[src/rtl/ppc_types.sv]
// ppc_types: shared condition-register field and value types for the CR writeback path
package ppc_types;
    typedef logic [0:2] cr_field_t;
    typedef logic [0:3] cr_value_t;
    localparam int CR_FIELDS = 8;
endpackage

[src/rtl/cr_writeback_unit_fifo.sv]
// cr_result_fifo: ready/valid result buffer; head data is forced to zero while empty
module cr_result_fifo #(
    parameter int W     = 12,
    parameter int DEPTH = 4
) (
    input  logic         clk,
    input  logic         rst,
    input  logic         in_valid,
    output logic         in_ready,
    input  logic [W-1:0] in_data,
    output logic         out_valid,
    input  logic         out_ready,
    output logic [W-1:0] out_data
);
    localparam int AW = $clog2(DEPTH);
    localparam logic [AW:0] FULL_CNT = (AW+1)'(DEPTH);
    logic [AW-1:0] wr_q, rd_q;
    logic [AW:0]   cnt_q;
    logic [W-1:0]  mem_q [DEPTH];
    logic          push, pop;
    assign in_ready  = cnt_q != FULL_CNT;
    assign out_valid = cnt_q != '0;
    assign out_data  = out_valid ? mem_q[rd_q] : '0;
    assign push      = in_valid && in_ready;
    assign pop       = out_valid && out_ready;
    // pointers wrap naturally because DEPTH is a power of two
    always_ff @(posedge clk or negedge rst) begin
        if (!rst) begin
            wr_q  <= '0;
            rd_q  <= '0;
            cnt_q <= '0;
        end else begin
            if (push) wr_q <= wr_q + 1'b1;
            if (pop) rd_q <= rd_q + 1'b1;
            if (push && !pop) cnt_q <= cnt_q + 1'b1;
            else if (pop && !push) cnt_q <= cnt_q - 1'b1;
        end
    end
    // storage needs no reset: the head is masked while empty
    always_ff @(posedge clk) begin
        if (push) mem_q[wr_q] <= in_data;
    end
endmodule

[src/rtl/cr_writeback_unit.sv]
// cr_writeback_unit: buffers compare results, owns CR with busy/tag status, broadcasts on CR cdb (optional CR_LOOKUP_FWD_EN forwards a matching broadcast into lookup)
module cr_writeback_unit
    import ppc_types::*;
#(
    parameter int RS_ID_WIDTH = 5,
    parameter int FIFO_DEPTH  = 4
) (
    input  logic                   clk,
    input  logic                   rst,
    input  logic                   in_valid,
    output logic                   in_ready,
    input  logic [RS_ID_WIDTH-1:0] in_rs_id,
    input  logic [2:0]             in_field,
    input  logic [3:0]             in_result,
    input  logic                   reserve_valid,
    input  logic [2:0]             reserve_field,
    input  logic [RS_ID_WIDTH-1:0] reserve_rs_id,
    input  logic [2:0]             lookup_field,
    output logic                   lookup_valid,
    output logic [3:0]             lookup_value,
    output logic [RS_ID_WIDTH-1:0] lookup_rs_id,
    output logic                   cdb_valid,
    input  logic                   cdb_ready,
    output logic [RS_ID_WIDTH-1:0] cdb_rs_id,
    output logic [2:0]             cdb_field,
    output logic [3:0]             cdb_value,
    output logic [31:0]            cr_out
);
    typedef logic [RS_ID_WIDTH-1:0] rs_id_t;
    typedef struct packed {
        rs_id_t    rs_id;
        cr_field_t field;
        cr_value_t value;
    } cr_wb_entry_t;
    cr_wb_entry_t in_entry, head;
    logic [CR_FIELDS-1:0][3:0] cr_q;
    logic [CR_FIELDS-1:0]      busy_q;
    rs_id_t [CR_FIELDS-1:0]    tag_q;
    logic                      pop;
    assign in_entry  = '{rs_id: in_rs_id, field: in_field, value: in_result};
    assign cdb_rs_id = head.rs_id;
    assign cdb_field = head.field;
    assign cdb_value = head.value;
    assign cr_out    = cr_q;
    assign pop       = cdb_valid && cdb_ready;
    cr_result_fifo #(.W($bits(cr_wb_entry_t)), .DEPTH(FIFO_DEPTH)) u_fifo (
        .clk       (clk),
        .rst       (rst),
        .in_valid  (in_valid),
        .in_ready  (in_ready),
        .in_data   (in_entry),
        .out_valid (cdb_valid),
        .out_ready (cdb_ready),
        .out_data  (head)
    );
    // retire writes CR; a reserve issued later in the block wins over a same-field busy clear
    always_ff @(posedge clk or negedge rst) begin
        if (!rst) begin
            cr_q   <= '0;
            busy_q <= '0;
            tag_q  <= '0;
        end else begin
            if (pop) begin
                cr_q[head.field] <= head.value;
                if (tag_q[head.field] == head.rs_id) busy_q[head.field] <= 1'b0;
            end
            if (reserve_valid) begin
                busy_q[reserve_field] <= 1'b1;
                tag_q[reserve_field]  <= reserve_rs_id;
            end
        end
    end
    // dispatch operand query from registered state, optionally bypassing the current broadcast
    always_comb begin
        lookup_valid = !busy_q[lookup_field];
        lookup_value = cr_q[lookup_field];
        lookup_rs_id = tag_q[lookup_field];
`ifdef CR_LOOKUP_FWD_EN
        if (pop && cdb_field == lookup_field && tag_q[lookup_field] == cdb_rs_id) begin
            lookup_valid = 1'b1;
            lookup_value = cdb_value;
        end
`endif
    end
endmodule
[config.mk]
export PLATFORM = sky130hd
export DESIGN_NAME = cr_writeback_unit
export DESIGN_NICKNAME = d
export VERILOG_FILES = /design/src/rtl/ppc_types.sv /design/src/rtl/cr_writeback_unit_fifo.sv /design/src/rtl/cr_writeback_unit.sv
export SDC_FILE = /design/constraint.sdc
export NUM_CORES = 1
export LEC_CHECK = 0
export CAP_MARGIN = 10
export CORE_ASPECT_RATIO = 2
export CORE_MARGIN = 1
export CORE_UTILIZATION = 47
export CTS_CLUSTER_DIAMETER = 150
export DETAILED_ROUTE_END_ITERATION = 6
export GPL_TIMING_DRIVEN = 0
export HOLD_SLACK_MARGIN = 0.08
export PLACE_DENSITY = 0.69
export SKIP_CTS_REPAIR_TIMING = 1
export SLEW_MARGIN = 20
export SYNTH_ARGS = -nofsm -noshare
export SYNTH_HDL_FRONTEND = slang
export SYNTH_SLANG_ARGS = --single-unit
[constraint.sdc]
create_clock -name clk -period 7.2 [get_ports clk]
set_clock_uncertainty 0.2 [all_clocks]
set_input_delay 0.72 -clock clk [delete_from_list [all_inputs] [get_ports clk]]
set_output_delay 0.72 -clock clk [all_outputs]
set_load 0.05 [all_outputs]
==> metrics.log <==
INFO  metric status = finished, final reports clean
INFO  metric setup_total_negative_slack = 0 ns
INFO  metric drt_wl_total = 17400 microns
INFO  metric io-pin-count = 84
INFO  metric cp.arrival = 4.10 ns
INFO  metric max-slew-margin-rel = 0.313
INFO  metric timing.critical_path.cells = clkdlybuf4s50_1 -> buf_1 -> clkbuf_1 -> mux4_2 -> mux2_2 -> clkdlybuf4s50_1
INFO  metric max_freq = 199 MHz
INFO  metric grt_usage = 0.253
INFO  metric multi_input_comb_area = 2850 sq um
INFO  metric period_share = 0.697
INFO  metric final_antenna_net_count = 0
INFO  metric clockBufferDepth = 2
INFO  metric detailedRoute.firstPassIterationCount = 5
INFO  metric finish.cell_count_without_fillers = 779
INFO  metric hold_path.class = reg -> reg
INFO  metric htree_num_levels = 4
INFO  metric synth.cell_area = 6600 sq um
INFO  metric postLayoutCoreUtil = 0.610
INFO  metric seq_power_share = 0.288
INFO  metric grt_first_pass_wirelength = 26700 microns
INFO  metric vdd_drop_max = 0.196 mV
INFO  metric synth-edff-count = 48
INFO  metric numCtsBuffers = 17
INFO  metric timing.final.setup_violations = 0
INFO  metric post-route-drc-count = 0
INFO  metric asyncSetResetFlopFracSynth = 0.644
INFO  metric synth_top_area_frac = 0.330
INFO  metric hold_viol_final = 0
INFO  metric worst_ep_required_time = 6.28 ns
INFO  metric first_iter_violations = 237
INFO  metric clock-sinks = 135
INFO  metric vias = 4556
INFO  metric core_area = 13600 sq um
INFO  metric synth_sequential_area_ratio = 0.548
INFO  metric ff2ff_setup_slack = 3.47 ns
INFO  metric seq_area = 3620 sq um
INFO  metric wl_per_cell = 22.4 microns
INFO  metric antenna-diode-count = 0
INFO  metric critPathLaunchType = input port
INFO  metric worstMarginPinSlew = 1.02 ns
INFO  metric synthCells = 477
INFO  metric most-common-layout-cells = dfrtp_1 (87), clkdlybuf4s50_1 (78), mux2_2 (67)
INFO  metric setup.worst_path.class = in -> out
INFO  metric critPathTopFamily = buffers and inverters
INFO  metric reported_leakage_power = 0.00330 uW
INFO  metric yosys_most_used_dff = dfrtp_1
INFO  metric clk_pin_slew = 0.06 ns
INFO  metric netSwitchingPower = 1830 uW
INFO  metric maxCapViolCount = 0
INFO  metric grt_overflow_total = 0
INFO  metric share_comb_of_total_power = 0.509
INFO  metric p_int = 2310 uW
INFO  metric hpwlAfterDp = 12800 microns
INFO  metric clockRootBuffer = clkbuf_16
INFO  metric netlist_top_cells_area = dfrtp_1 (33%), edfxtp_1 (22%), mux2_2 (11%)
INFO  metric synth_top_area_cell = dfrtp_1
INFO  metric final_period_minus_worst_setup_slack = 5.02 ns
INFO  metric clk-insertion-delay-late = 0.42 ns
INFO  metric critical_path.max_stage_delay = 0.75 ns
INFO  metric gpl.final_weighted_congestion = 0.913
INFO  metric vias_in_the_first_global_route = 4816
INFO  metric crit_top_cell = clkdlybuf4s50_1
INFO  metric cp_max_fo = 10
INFO  metric drive_gt1_frac = 0.255
INFO  metric synth-warning-count = 0
INFO  metric portBuffers = 79
INFO  metric power_density = 500 nW/um^2
INFO  metric cp_slowest_cell = buf_1
INFO  metric detail_route.vias_per_cell = 5.85
INFO  metric rsz0062_at_grt = false
INFO  metric start_util = 0.486
INFO  metric die-area = 14600 sq um
INFO  metric worstSetupEndpointType = output pin
INFO  metric grt_max_degree = 59
INFO  metric layout.nets = 614
INFO  metric synth_nets = 511
INFO  metric num-fill-cells = 1072
INFO  metric number_of_cells_after_detailed_placement = 746
INFO  metric die_width = 85.8 microns
INFO  metric placementRows = 60
INFO  metric chipHeight = 170 microns
INFO  metric synth_to_layout_area_growth = 25.5%
INFO  metric critical_path_buf_inv_count = 4
INFO  metric layout_commonest_cell = dfrtp_1
INFO  metric netlist-cell-type-count = 58
INFO  metric syn_avg_cell_area = 13.8 sq um
INFO  metric slew_violations = 0
INFO  metric power_frac_clock = 0.203
INFO  metric synth-seq-cells = 135
INFO  metric sw_frac_of_total = 0.442
INFO  metric tritoncts = yes
INFO  metric initial_antenna_violation_count = 0
-- worst reg2reg max path, stage by stage (launching register included) --
cell	delay, ns
dfrtp_1	0.35
buf_6	0.17
clkbuf_1	0.59
o31ai_1	0.27
a21oi_1	0.50
o21ai_0	0.17
a32oi_1	0.30
o21ai_1	0.22
a2111oi_0	0.66
a21oi_1	0.15
-- routing by layer --
metal  vias to the layer above  wire length (microns)  global-route usage
met1                      2303                   6120               0.256
met3                        64                    588              0.0389
met5                         -                      0                   0
li1                       2017                      -                   -
met2                       172                   9550               0.461
met4                         0                   1170               0.181
-- per-stage QoR --
stage	setup slack [ns]	total power [uW]	cell area, sq um	hold WS (ns)
6_report	2.18	4150	8290	0.307
5_1_grt	2.14	4330	8290	0.340
4_1_cts	2.20	4160	8280	0.0304
3_5_place_dp	2.24	3310	7700	0.289
3_3_place_gp	2.13	3260	7630	0.277
2_1_floorplan	3.64	2640	6600	0.224
-- state kept, by name (all words and copies together), names as in the netlist --
register,cells
u_fifo.rd_q,2
u_fifo.mem_q,48
u_fifo.wr_q,2
cr_out,32
busy_q,8
tag_q,40
u_fifo.cnt_q,3
-- cell families (layout without fill, tap and decap cells) --
logic type / count (synthesis) / count (layout) / share of synthesized area
AND/OR/NAND/NOR: 135 / 135 / 0.107
AO/OA/AOI/OAI: 46 / 46 / 0.0512
multiplexers: 112 / 112 / 0.248
flip-flops: 135 / 135 / 0.548
buffers and inverters: 36 / 152 / 0.0241
adder cells (fa/ha/maj): 6 / 6 / 0.0125
XOR/XNOR: 7 / 7 / 0.00929
-- layout make-up --
class                   instances  share of cell area
flip-flops and latches        135               0.437
multi-input cells             306               0.344
repair buffers                 84               0.102
clock buffers                  17              0.0513
well taps                     186              0.0281
clock inverters                15              0.0184
plain buffers                  24              0.0137
inverters                      12             0.00543
-- path summary, 6_finish.rpt --
| kind | from | cells past startpoint | to |
|---|---|---|---|
| setup reg to reg | u_fifo.rd_q[0] | 9 | busy_q[4] |
| hold reg to reg | tag_q[34] | 2 | tag_q[34] |
| min in group asynchronous | rst | 2 | cr_out[18] |
| hold / removal | tag_q[34] | 2 | tag_q[34] |
| max in group asynchronous | rst | 3 | u_fifo.cnt_q[2] |
| setup / recovery | lookup_field[1] | 6 | lookup_rs_id[1] |
-- power groups by stage --
| stage | clock [uW] | sequential, uW | combinational, uW |
|---|---|---|---|
| after global routing | 892 | 1220 | 2220 |
| final | 843 | 1190 | 2110 |
| after floorplan | 0 | 1460 | 1180 |
| after global placement | 0 | 1190 | 2070 |
| after detailed placement | 0 | 1210 | 2110 |
| after CTS | 857 | 1190 | 2110 |
-- Yosys cell counts, types with 4 or more instances --
cell,n
nor2b_1,6
and2_1,7
nor2_1,11
nand3_1,7
and3_1,7
nor3b_1,4
a21oi_1,8
ha_1,5
nand4b_1,4
o21ai_0,10
nand2_1,62
inv_1,12
edfxtp_1,48
clkbuf_1,14
mux4_1,5
dfrtp_1,87
mux2_2,67
mux4_2,28
mux2i_1,12
xnor2_1,4
buf_2,4
a2111oi_0,8
Power figures use the tool's default switching activity.
